`src/rtl/crc8_pkg.sv`:
```
// ============================================================================
// crc8_pkg : shared constants, state encoding and byte-wise CRC-8 update
// Revision : 1.0
// ============================================================================
`default_nettype none

package crc8_pkg;

  localparam logic [7:0] CRC8_DEFAULT_POLY = 8'h07;
  localparam logic [7:0] CRC8_INIT         = 8'h00;

  typedef logic [0:0] state_t;
  localparam state_t ST_DATA   = 1'b0;
  localparam state_t ST_APPEND = 1'b1;

  // MSB-first, non-reflected CRC-8 update over one byte.
  function automatic logic [7:0] crc8_update(input logic [7:0] crc,
                                             input logic [7:0] data,
                                             input logic [7:0] poly);
    logic [7:0] c;
    c = crc ^ data;
    for (int i = 0; i < 8; i++) begin
      c = c[7] ? ((c << 1) ^ poly) : (c << 1);
    end
    return c;
  endfunction

endpackage

`default_nettype wire

```
`src/rtl/crc8.sv`:
```
// ============================================================================
// crc8 : byte-serial CRC-8 engine, init 0, no reflection, no final xor
// Revision : 1.0
// ============================================================================
`default_nettype none

module crc8
  import crc8_pkg::*;
#(
  parameter logic [7:0] POLYNOMIAL = CRC8_DEFAULT_POLY
) (
  input  logic       clk_i,
  input  logic       rst_i,
  input  logic       data_valid_i,
  input  logic [7:0] data_i,
  output logic [7:0] crc_o
);

  logic [7:0] crc_d;
  logic [7:0] crc_q;

  always_comb begin
    crc_d = crc_q;
    if (rst_i) begin
      crc_d = CRC8_INIT;
    end else if (data_valid_i) begin
      crc_d = crc8_update(crc_q, data_i, POLYNOMIAL);
    end
  end

  always_ff @(posedge clk_i) begin
    crc_q <= crc_d;
  end

  assign crc_o = crc_q;

endmodule

`default_nettype wire

```
`src/rtl/crc8_framer.sv`:
```
// ============================================================================
// crc8_framer : forwards a valid/ready/last byte stream and appends CRC-8
// Revision : 1.0
// ============================================================================
`default_nettype none

module crc8_framer
  import crc8_pkg::*;
#(
  parameter logic [7:0] POLYNOMIAL = CRC8_DEFAULT_POLY,
  parameter int         CNT_WIDTH  = 16
) (
  input  logic                 clk_i,
  input  logic                 rst_ni,
  input  logic [7:0]           s_data_i,
  input  logic                 s_valid_i,
  input  logic                 s_last_i,
  output logic                 s_ready_o,
  output logic [7:0]           m_data_o,
  output logic                 m_valid_o,
  output logic                 m_last_o,
  input  logic                 m_ready_i,
  output logic [CNT_WIDTH-1:0] frame_cnt_o
);

  state_t               state_d, state_q;
  logic                 m_valid_d, m_valid_q;
  logic                 m_last_d, m_last_q;
  logic [7:0]           m_data_d, m_data_q;
  logic [CNT_WIDTH-1:0] frame_cnt_d, frame_cnt_q;
  logic                 slot_free;
  logic                 crc_rst;
  logic                 crc_valid;
  logic [7:0]           crc_value;

  crc8 #(
    .POLYNOMIAL (POLYNOMIAL)
  ) u_crc8 (
    .clk_i        (clk_i),
    .rst_i        (crc_rst),
    .data_valid_i (crc_valid),
    .data_i       (s_data_i),
    .crc_o        (crc_value)
  );

  always_comb begin
    slot_free   = ~m_valid_q | m_ready_i;
    state_d     = state_q;
    m_valid_d   = m_valid_q & ~m_ready_i;
    m_last_d    = m_last_q;
    m_data_d    = m_data_q;
    frame_cnt_d = frame_cnt_q;
    s_ready_o   = 1'b0;
    crc_valid   = 1'b0;
    crc_rst     = ~rst_ni;
    case (state_q)
      ST_DATA: begin
        s_ready_o = slot_free;
        if (s_valid_i && slot_free) begin
          m_valid_d = 1'b1;
          m_data_d  = s_data_i;
          m_last_d  = 1'b0;
          crc_valid = 1'b1;
          if (s_last_i) begin
            state_d = ST_APPEND;
          end
        end
      end
      ST_APPEND: begin
        // Engine is cleared in the same cycle its result is captured.
        if (slot_free) begin
          m_valid_d   = 1'b1;
          m_data_d    = crc_value;
          m_last_d    = 1'b1;
          crc_rst     = 1'b1;
          frame_cnt_d = frame_cnt_q + CNT_WIDTH'(1);
          state_d     = ST_DATA;
        end
      end
      default: state_d = ST_DATA;
    endcase
  end

  always_ff @(posedge clk_i) begin
    if (!rst_ni) begin
      state_q     <= ST_DATA;
      m_valid_q   <= 1'b0;
      m_last_q    <= 1'b0;
      m_data_q    <= 8'h00;
      frame_cnt_q <= '0;
    end else begin
      state_q     <= state_d;
      m_valid_q   <= m_valid_d;
      m_last_q    <= m_last_d;
      m_data_q    <= m_data_d;
      frame_cnt_q <= frame_cnt_d;
    end
  end

  assign m_data_o    = m_data_q;
  assign m_valid_o   = m_valid_q;
  assign m_last_o    = m_last_q;
  assign frame_cnt_o = frame_cnt_q;

endmodule

`default_nettype wire
```
`config.mk`:
```
export PLATFORM = sky130hd
export DESIGN_NAME = crc8_framer
export DESIGN_NICKNAME = d
export VERILOG_FILES = /design/src/rtl/crc8_pkg.sv /design/src/rtl/crc8.sv /design/src/rtl/crc8_framer.sv
export SDC_FILE = /design/constraint.sdc
export NUM_CORES = 1
export LEC_CHECK = 0
export CAP_MARGIN = 15
export CORE_UTILIZATION = 49
export CTS_CLUSTER_SIZE = 12
export DETAILED_ROUTE_END_ITERATION = 10
export PLACE_DENSITY = 0.77
export SLEW_MARGIN = 20
export SYNTH_ARGS = -nofsm -noshare
export SYNTH_HDL_FRONTEND = slang
export SYNTH_SLANG_ARGS = --single-unit
export TNS_END_PERCENT = 20
```
`constraint.sdc`:
```
create_clock -name clk_i -period 2 [get_ports clk_i]
set_clock_uncertainty 0.1 [all_clocks]
set_input_delay 0.4 -clock clk_i [delete_from_list [all_inputs] [get_ports clk_i]]
set_output_delay 0.4 -clock clk_i [all_outputs]
set_load 0.05 [all_outputs]
```
==> reports/qor.csv, run 1 <==
stage,metric,value,unit
final_layout,fin_util,70.21,%
place,gp_congestion,0.7990,
grt,grt_overflow,0,
detailed_routing,drc_errors,0,
worst_setup_path,critPathSlowestCell,clkdlybuf4s50_1,
outcome,outcome,completed,
final_layout,antenna_cells,0,
worst_setup_path,criticalPathCategory,input port to output pin,
detailed_routing,routed_wl,4.028,mm
floorplanning,row_count,21,
grt,grt.met3_usage,6.832,%
logic_synthesis,ys_warn_count,0,
logic_synthesis,avgSynthCellArea,9.281,um2
power,leakagePower,1.065,nW
cts,clk_latency,0.34,ns
cts,cts_tree,yes,
power,irDropWorstVdd,0.4565,mV
sta,period_share,97.65,%
logic_synthesis,synth.most_common_cell,dfxtp_1,
final_layout,nFillCells,269,
grt,use_met1,30.37,%
grt,grt_usage,23.39,%
power,powerDensity,741.8,nW/um2
logic_synthesis,syn_inst,189,
place,placed_cells,288,
sta,period_minus_slack,1.953,ns
final_layout,layout.nets,263,
cts,cts_setup_buffers,0,
grt,grt_pass1_vias,1394,
final_layout,layout-drive-gt1-share,19.20,%
sta,slew_headroom,39.63,%
cts,htree_levels,2,
logic_synthesis,ys_ff_latch,35,
logic_synthesis,synth_top_cell_by_area,dfxtp_1,
cts,clk_pin_slew,0.10,ns
grt,antenna_found_initial,0,
hold_path,hold_class,flip-flop to flip-flop,
worst_setup_path,cp-end-kind,output pin,
detailed_routing,viasPerCell,5.314,
grt,met2_usage,37.79,%
detailed_routing,firstDrtPassIters,4,
cts,clock_sinks,35,
cts,clockBufferDepth,2,
grt,grt_pass1_wl,6.361,mm
floorplanning,initial_core_util,51.75,%
floorplanning,die_y,61.83,um
worst_setup_path,worstPathMaxFanout,3,
detailed_routing,vias,1573,
floorplanning,dieArea,3823,um2
sta,hold_viol,0,
cts,cts_hold_buf,0,
sta,setup_viol,0,
cts,root_buffer,clkbuf_4,
place,io_buffers,39,
logic_synthesis,ys_top_cells_by_count,"35 x dfxtp_1, 22 x nor2_1, 16 x a21oi_1, 11 x a211oi_1, 11 x xnor2_1",
sta,worst_pin_slew,0.9022,ns
logic_synthesis,yosys_most_used_dff,dfxtp_1,
logic_synthesis,synth_edf_count,0,
logic_synthesis,ys_async_sr_fraction,0,%
floorplanning,ios,40,
worst_setup_path,slowest_delay,0.47,ns
logic_synthesis,syn-num-nets,203,
logic_synthesis,synth_top_area_share,39.94,%
worst_setup_path,worstPathCellList,"clkdlybuf4s50_1, nor2b_1, buf_4, nor2_1, buf_12",
worst_setup_path,worst_setup_path_start_kind,input port,
logic_synthesis,ys_seq_area_share,39.94,%
final_layout,final_cell_count_no_fill,296,
job,maxCapViolCount,0,
sta,drv_slew,0,
grt,grt_max_degree,20,
floorplanning,die_w,61.83,um
place,dp_hpwl,3.052,mm
final_layout,multiInputGateArea,1010,um2
detailed_routing,wl_per_cell,13.61,um
floorplanning,coreArea,3390,um2
logic_synthesis,netlist_area,1754,um2
logic_synthesis,synth_cell_types,29,
final_layout,regArea,700.7,um2
detailed_routing,ant_nets,0,
worst_setup_path,required,1.50,ns
final_layout,synthToLayoutAreaGrowth,35.66,%
grt,grt_busiest_layer,met2,
detailed_routing,drt-initial-drc-count,63,
sta,rsz0062_at_grt,no,
cts,cts_buffers,5,
sta,fmax,0.5120,GHz
logic_synthesis,synth_area_leaders,"dfxtp_1 40%, xnor3_1 6.4%, xnor2_1 5.5%",
worst_setup_path,cp.arrival,1.45,ns
sequential cells by signal, indices dropped and copies added (netlist names):
register      cells
frame_cnt_o      16
m_valid_o         1
m_data_o          8
m_last_o          1
state_q           1
u_crc8.crc_o      8
worst max-delay path: cells and delay by family:
kind	cells	cell delay, ns
buffers and inverters	3	0.79
and+or+nand+nor	2	0.26
what timing repair did:
action                                  in CTS  in global routing
gates cloned                                 0                  0
resized for setup                            1                  8
endpoints found under the hold margin        0                  0
endpoints found under the setup margin       1                  8
final cells by class:
class	count	share of cell area (%)
inverters	4	0.6309
multi-input cells	143	42.43
flip-flops and latches	35	29.44
repair buffers	60	22.98
clock inverters	1	0.2103
clock buffers	7	1.893
well taps	46	2.419
report_power, final:
group / switching [W] / internal, W / total [W]
sequential: 0.0000453 / 0.000748 / 0.000793
clock: 0.000231 / 0.000137 / 0.000368
combinational: 0.000274 / 0.000331 / 0.000604
metrics by stage:
stage	area, um2	hold slack [ns]	total power (W)	setup slack, ns	setup TNS (ns)
2_1_floorplan	1754	0.3712	0.001214	0.000006772	0
3_3_place_gp	2311	0.3571	0.001395	-0.2331	-2.041
3_5_place_dp	2311	0.3502	0.001418	-0.2718	-2.802
4_1_cts	2360	0.3654	0.001778	0.0003241	0
5_1_grt	2380	0.4003	0.001858	0.002131	0
6_report	2380	0.3619	0.001765	0.04690	0
metal layers:
layer | wire (um) | up-vias | part of all wire, %
met5 | 0 | - | 0
met4 | 55 | 0 | 1.4
met3 | 147 | 5 | 3.6
met2 | 1941 | 29 | 48
met1 | 1883 | 738 | 47
li1 | - | 801 | -
kinds of logic (layout without fill, tap and decap cells):
family	Yosys count	in the layout	share of synthesized area, %
compound gates	40	40	13.55
xor+xnor	27	27	19.12
fa+ha+maj	1	1	0.7132
buf+inv	11	72	2.496
flops	35	35	39.94
mux	8	8	4.565
simple gates	67	67	19.61
final timing paths:
kind,cells after the start,to,slack [ns],startpoint
min,2,m_last_o,0.36,m_last_o
max reg2reg,4,u_crc8.crc_o[3],0.18,u_crc8.crc_o[1]
min reg2reg,2,m_last_o,0.36,m_last_o
max,5,s_ready_o,0.05,m_ready_i
placed cells by master, fill, tap and decap left out, types with 6 or more instances in the layout:
cell	n
a211oi_1	11
a21oi_1	16
buf_4	37
clkdlybuf4s50_1	12
dfxtp_1	35
dlymetal6s2s_1	8
mux2i_1	8
nand2_1	9
nand3_1	7
nand4_1	6
nor2_1	22
o21ai_0	9
or3_1	9
xnor2_1	11
xor2_1	8
Power figures use the tool's default switching activity.
==> run 2, diff against run 1 <==
- CELL_PAD_IN_SITES_DETAIL_PLACEMENT: not set -> 0
- CELL_PAD_IN_SITES_GLOBAL_PLACEMENT: not set -> 1
- CORE_ASPECT_RATIO: not set -> 0.9
- CORE_UTILIZATION: 49 -> 37
==> reports/qor.csv, run 2 (same netlist as run 1, synthesis figures left out) <==
stage,metric,value,unit
floorplanning,row_count,23,
sta,worst_pin_slew,0.4943,ns
power,power_frac_comb,32.1,%
floorplanning,dieArea,5021,um2
sta,drv_slew,0,
final_layout,antenna_cells,0,
power,leakagePower,0.9832,nW
detailed_routing,drt-initial-drc-count,45,
cts,clk_latency,0.28,ns
worst_setup_path,crit_family,buffers and inverters,
cts,cts_setup_buffers,0,
grt,grt_pass1_wl,6.382,mm
grt,grt_usage,16.90,%
cts,clock_sinks,35,
final_layout,synthToLayoutAreaGrowth,38.80,%
grt,grt_max_degree,21,
power,powerDensity,774.3,nW/um2
place,dp_hpwl,2.882,mm
worst_setup_path,worstPathMaxFanout,2,
detailed_routing,ant_nets,0,
worst_setup_path,worst_setup_path_start_kind,flip-flop,
place,gp_congestion,0.7115,
detailed_routing,drc_errors,0,
final_layout,largest_reg_flops,16,
worst_setup_path,cp-end-kind,output pin,
worst_setup_path,critPathBufInv,1,
final_layout,layout.nets,265,
sta,period_minus_slack,1.920,ns
worst_setup_path,slowest_delay,0.80,ns
sta,fin_tns_setup,0,ns
hold_path,hold_class,flip-flop to flip-flop,
worst_setup_path,worstPathCellList,clkdlybuf4s50_1,
place,placed_cells,306,
power,irDropWorstVdd,0.3667,mV
worst_setup_path,cp.arrival,1.42,ns
job,maxCapViolCount,0,
cts,cts_tree,yes,
final_layout,final_cell_count_no_fill,314,
detailed_routing,vias,1552,
cts,cts_buffers,5,
sta,hold_viol,0,
power,clkPwrFrac,25.9,%
detailed_routing,firstDrtPassIters,4,
worst_setup_path,required,1.50,ns
sta,rsz0062_at_grt,no,
floorplanning,die_w,74.58,um
grt,antenna_found_initial,0,
outcome,outcome,completed,
detailed_routing,viasPerCell,4.943,
power,swShare,29.74,%
sta,fmax,0.5209,GHz
cts,clk_pin_slew,0.07,ns
final_layout,final_common_cell,buf_4,
floorplanning,ios,40,
final_layout,nFillCells,447,
grt,grt_pass1_vias,1332,
grt,grt_overflow,0,
cts,clockBufferDepth,2,
cts,htree_levels,2,
final_layout,layout-drive-gt1-share,21.03,%
sta,setup_viol,0,
final_layout,most-common-layout-cells,"41 x buf_4, 35 x dfxtp_1, 22 x nor2_1",
detailed_routing,routed_wl,3.925,mm
floorplanning,die_y,67.32,um
sta,slew_headroom,66.94,%
detailed_routing,wl_per_cell,12.50,um
floorplanning,initial_core_util,39.07,%
power,seq_power_share,42.1,%
place,io_buffers,39,
worst_setup_path,critPathSlowestCell,clkdlybuf4s50_1,
sta,period_share,95.98,%
floorplanning,coreArea,4489,um2
power,internal_power,0.001325,W
cts,root_buffer,clkbuf_8,
worst_setup_path,criticalPathCategory,flip-flop to output pin,
power,switching_power,0.0005606,W
run 2: cell types whose count changed in the layout (fill, tap and decap cells not counted):
cell             delta
dlygate4sd2_1       -1
buf_4               +4
clkbuf_8            +5
clkdlybuf4s50_1     +5
buf_12              +1
clkbuf_4            -5
dlymetal6s2s_1      -7
run 2: path summary, 6_finish.rpt:
| kind | slack, ns | endpoint | cells past startpoint | start |
|---|---|---|---|---|
| max | 0.08 | m_data_o[0] | 1 | m_data_o[0] |
| min | 0.37 | m_last_o | 2 | m_last_o |
| max reg2reg | 0.24 | frame_cnt_o[14] | 4 | frame_cnt_o[0] |
| min reg2reg | 0.37 | m_last_o | 2 | m_last_o |
run 2: metrics by stage:
stage                     hold slack [ns]  utilization [%]  power (W)  area (um2)  worst slack (ns)
after floorplan                    0.3712                -   0.001214        1754       0.000006772
after global placement             0.3629            52.37   0.001406        2351           -0.2469
after detailed placement           0.3715            52.37   0.001415        2351           -0.2574
after CTS                          0.3816            54.18   0.001918        2432           0.03712
after global routing               0.4019            54.24   0.002004        2435           0.02861
final                              0.3743            54.24   0.001885        2435           0.08038
run 2: metal layers:
layer	vias up	global-route usage [%]	part of all wire, %
li1	809	-	-
met1	704	26.13	54
met2	34	23.09	41
met3	5	3.134	3.8
met4	0	5.660	1.3
met5	-	0	0
run 2: power groups by stage:
stage / Clock (W) / Sequential, W / Combinational [W]
2_1_floorplan: 0 / 0.000866 / 0.000347
3_3_place_gp: 0 / 0.000807 / 0.000600
3_5_place_dp: 0 / 0.000809 / 0.000606
4_1_cts: 0.000516 / 0.000793 / 0.000609
5_1_grt: 0.000550 / 0.000801 / 0.000654
6_report: 0.000488 / 0.000793 / 0.000605
run 2: final cells by class:
| type | instances | area (um2) | area share (%) |
|---|---|---|---|
| clock buffer | 7 | 76.32 | 3.135 |
| clock inverter | 1 | 5.005 | 0.2055 |
| inverter | 4 | 15.01 | 0.6166 |
| multi-input combinational | 143 | 1010 | 41.47 |
| sequential | 35 | 700.7 | 28.78 |
| tap | 62 | 77.57 | 3.186 |
| timing repair buffer | 62 | 550.5 | 22.61 |
run 2: timing repair:
| action | in CTS | in global routing |
|---|---|---|
| hold buffers | 0 | 0 |
| resized for setup | 0 | 1 |
| setup endpoints to repair | 0 | 4 |
==> run 3, diff against run 2 <==
- CORE_UTILIZATION: 37 -> 38
- PLACE_DENSITY: 0.77 -> 0.79
- SYNTH_HIERARCHICAL: not set -> 1
==> reports/qor.csv, run 3 <==
stage,metric,value,unit
final_layout,final_common_cell,buf_4,
logic_synthesis,ys_seq_area_share,38.86,%
cts,clk_pin_slew,0.07,ns
detailed_routing,vias,1536,
worst_setup_path,r2r_start,frame_cnt_o[7],
floorplanning,die_y,67.35,um
worst_setup_path,required,1.50,ns
logic_synthesis,ys_top_cells_by_count,"35 x dfxtp_1, 25 x nor2_1, 16 x xnor2_1, 13 x a21oi_1, 12 x a211oi_1",
worst_setup_path,critPathSlowestCell,clkdlybuf4s50_1,
hold_path,whs_path_depth,2,
power,irDropWorstVdd,0.3658,mV
logic_synthesis,syn_inst,193,
floorplanning,ios,40,
worst_setup_path,critPathBufInv,1,
sta,setup_ws,0.06147,ns
worst_setup_path,worstPathCellList,clkdlybuf4s50_1,
final_layout,antenna_cells,0,
sta,hold_viol,0,
sta,period_share,96.93,%
logic_synthesis,synth_area_leaders,"dfxtp_1 39%, xnor2_1 7.8%, nor2_1 5.2%",
sta,fin_hold_ws,0.3753,ns
detailed_routing,ant_nets,0,
power,clkPwrFrac,32.4,%
logic_synthesis,ys_async_sr_fraction,0,%
sta,rsz0062_at_grt,no,
power,swShare,28.67,%
power,seq_power_share,38.3,%
floorplanning,dieArea,5024,um2
cts,clk_latency,0.29,ns
worst_setup_path,worst_setup_path_start_kind,flip-flop,
logic_synthesis,synth_cell_types,38,
hold_path,min_from,frame_cnt_o[15],
cts,htree_levels,2,
place,gp_congestion,0.7349,
logic_synthesis,synth_top_area_share,38.86,%
grt,antenna_found_initial,0,
power,leakagePower,0.9761,nW
final_layout,largest_reg_flops,16,
place,io_buffers,39,
final_layout,layout-drive-gt1-share,25.20,%
sta,period_minus_slack,1.939,ns
power,internal_power,0.001482,W
logic_synthesis,ys_ff_latch,35,
cts,cts_buffers,5,
detailed_routing,drc_errors,0,
power,p_total,0.002078,W
logic_synthesis,synth.most_common_cell,dfxtp_1,
floorplanning,row_count,23,
sta,setup_viol,0,
grt,grt_usage,17.48,%
grt,grt_pass1_vias,1347,
floorplanning,coreArea,4518,um2
detailed_routing,viasPerCell,4.861,
final_layout,synthToLayoutAreaGrowth,38.17,%
logic_synthesis,yosys_most_used_dff,dfxtp_1,
detailed_routing,routed_wl,3.934,mm
final_layout,most-common-layout-cells,"42 x buf_4, 32 x dfxtp_1, 24 x nor2_1",
worst_setup_path,r2r-end,frame_cnt_o[14],
worst_setup_path,cp-end-kind,output pin,
power,powerDensity,834.2,nW/um2
grt,grt_max_degree,19,
logic_synthesis,avgSynthCellArea,9.342,um2
cts,clockBufferDepth,2,
worst_setup_path,cp.arrival,1.44,ns
logic_synthesis,synth_top_cell_by_area,dfxtp_1,
floorplanning,die_w,74.61,um
power,switching_power,0.0005958,W
worst_setup_path,slowest_delay,0.80,ns
logic_synthesis,netlist_area,1803,um2
power,power_frac_comb,29.2,%
hold_path,hold_path_end,frame_cnt_o[15],
logic_synthesis,ys_warn_count,6,
logic_synthesis,syn-num-nets,207,
worst_setup_path,worstPathMaxFanout,2,
grt,grt_overflow,0,
final_layout,fin_util,55.14,%
sta,slew_headroom,66.85,%
cts,cts_tree,yes,
grt,grt_pass1_wl,6.437,mm
worst_setup_path,r2r_setup_slack,0.20,ns
job,maxCapViolCount,0,
sta,fmax,0.5159,GHz
place,dp_hpwl,2.894,mm
final_layout,final_cell_count_no_fill,316,
cts,cts_hold_buf,0,
detailed_routing,drt-initial-drc-count,91,
logic_synthesis,synth_edf_count,0,
sta,worst_pin_slew,0.4957,ns
place,post-place-ws,-0.1874,ns
worst_setup_path,crit_family,buffers and inverters,
detailed_routing,firstDrtPassIters,4,
hold_path,hold_class,flip-flop to flip-flop,
worst_setup_path,cp_num_cells,1,
cts,clock_sinks,35,
final_layout,layout.nets,267,
cts,root_buffer,clkbuf_8,
outcome,outcome,completed,
worst_setup_path,reg2reg_depth,4,
worst_setup_path,criticalPathCategory,flip-flop to output pin,
place,placed_cells,307,
detailed_routing,wl_per_cell,12.45,um
floorplanning,initial_core_util,39.91,%
sta,drv_slew,0,
## run 3: cell count changes in the layout (fill, tap and decap cells not counted), sizes merged, moves of 3 or more
cell and delta:
nor4 +3, xnor3 -3, a31o +3, nor2 +3, nand2b +4, xnor2 +4
and3 -3, a21oi -3, o21ai -4, or3 -3, nand4 -3
## run 3: area by class of cell
type | instances | area, um2
Clock inverter | 2 | 35.03
Timing Repair Buffer | 62 | 534.3
Inverter | 4 | 15.01
Sequential cell | 35 | 704.4
Tap cell | 62 | 77.57
Clock buffer | 6 | 82.58
Multi-Input combinational cell | 145 | 1042
Fill cell | 456 | 2027
## run 3: metrics by stage
stage / TNS, ns / instance area, um2
after global placement: -0.9316 / 2367
after floorplan: -0.1954 / 1815
after detailed placement: -1.164 / 2367
after global routing: 0 / 2491
final: 0 / 2491
after CTS: 0 / 2491
## run 3: layer usage
metal	global-route usage, %	wire length (um)
met3	4.179	164
met4	8.491	44
met5	0	0
met1	26.19	2132
met2	22.86	1593
## run 3: how the worst max path moves through the flow
| stage | from | slack (ns) | endpoint |
|---|---|---|---|
| 2_1_floorplan | m_valid_o | -0.07 | u_crc8/crc_o[1] |
| 3_3_place_gp | m_ready_i | -0.17 | frame_cnt_o[11] |
| 3_5_place_dp | m_ready_i | -0.19 | frame_cnt_o[11] |
| 4_1_cts | m_data_o[6] | 0.04 | m_data_o[6] |
| 5_1_grt | m_data_o[5] | 0.007 | m_data_o[5] |
| 6_report | m_data_o[6] | 0.06 | m_data_o[6] |
## run 3: worst min-delay path, cell delays in order (launching register included)
cell and delay, ns:
dfxtp_1 0.33, nand2_1 0.05, mux2i_1 0.05
## run 3: cell families (layout without fill, tap and decap cells)
logic type               after synthesis  in the layout  share of synthesized area, %
AND/OR/NAND/NOR                       69             69                         19.71
adder cells (fa/ha/maj)                1              1                        0.6939
AO/OA/AOI/OAI                         37             37                         13.25
flip-flops                            35             35                         38.86
multiplexers                           9              9                         4.997
XOR/XNOR                              29             29                         18.74
buffers and inverters                 13             74                         3.747
## run 3: timing repair
action / 4_1_cts / 5_1_grt
resized for setup: 1 / 0
buffers inserted: 1 / 0
setup endpoints to repair: 1 / 0
## run 3: power by group through the flow
stage | Combinational (W) | Sequential [W] | Clock, W
3_5_place_dp | 0.000609 | 0.000812 | 0
5_1_grt | 0.000659 | 0.000806 | 0.000719
2_1_floorplan | 0.000365 | 0.000869 | 0
3_3_place_gp | 0.000606 | 0.000810 | 0
6_report | 0.000608 | 0.000796 | 0.000674
4_1_cts | 0.000610 | 0.000796 | 0.000692
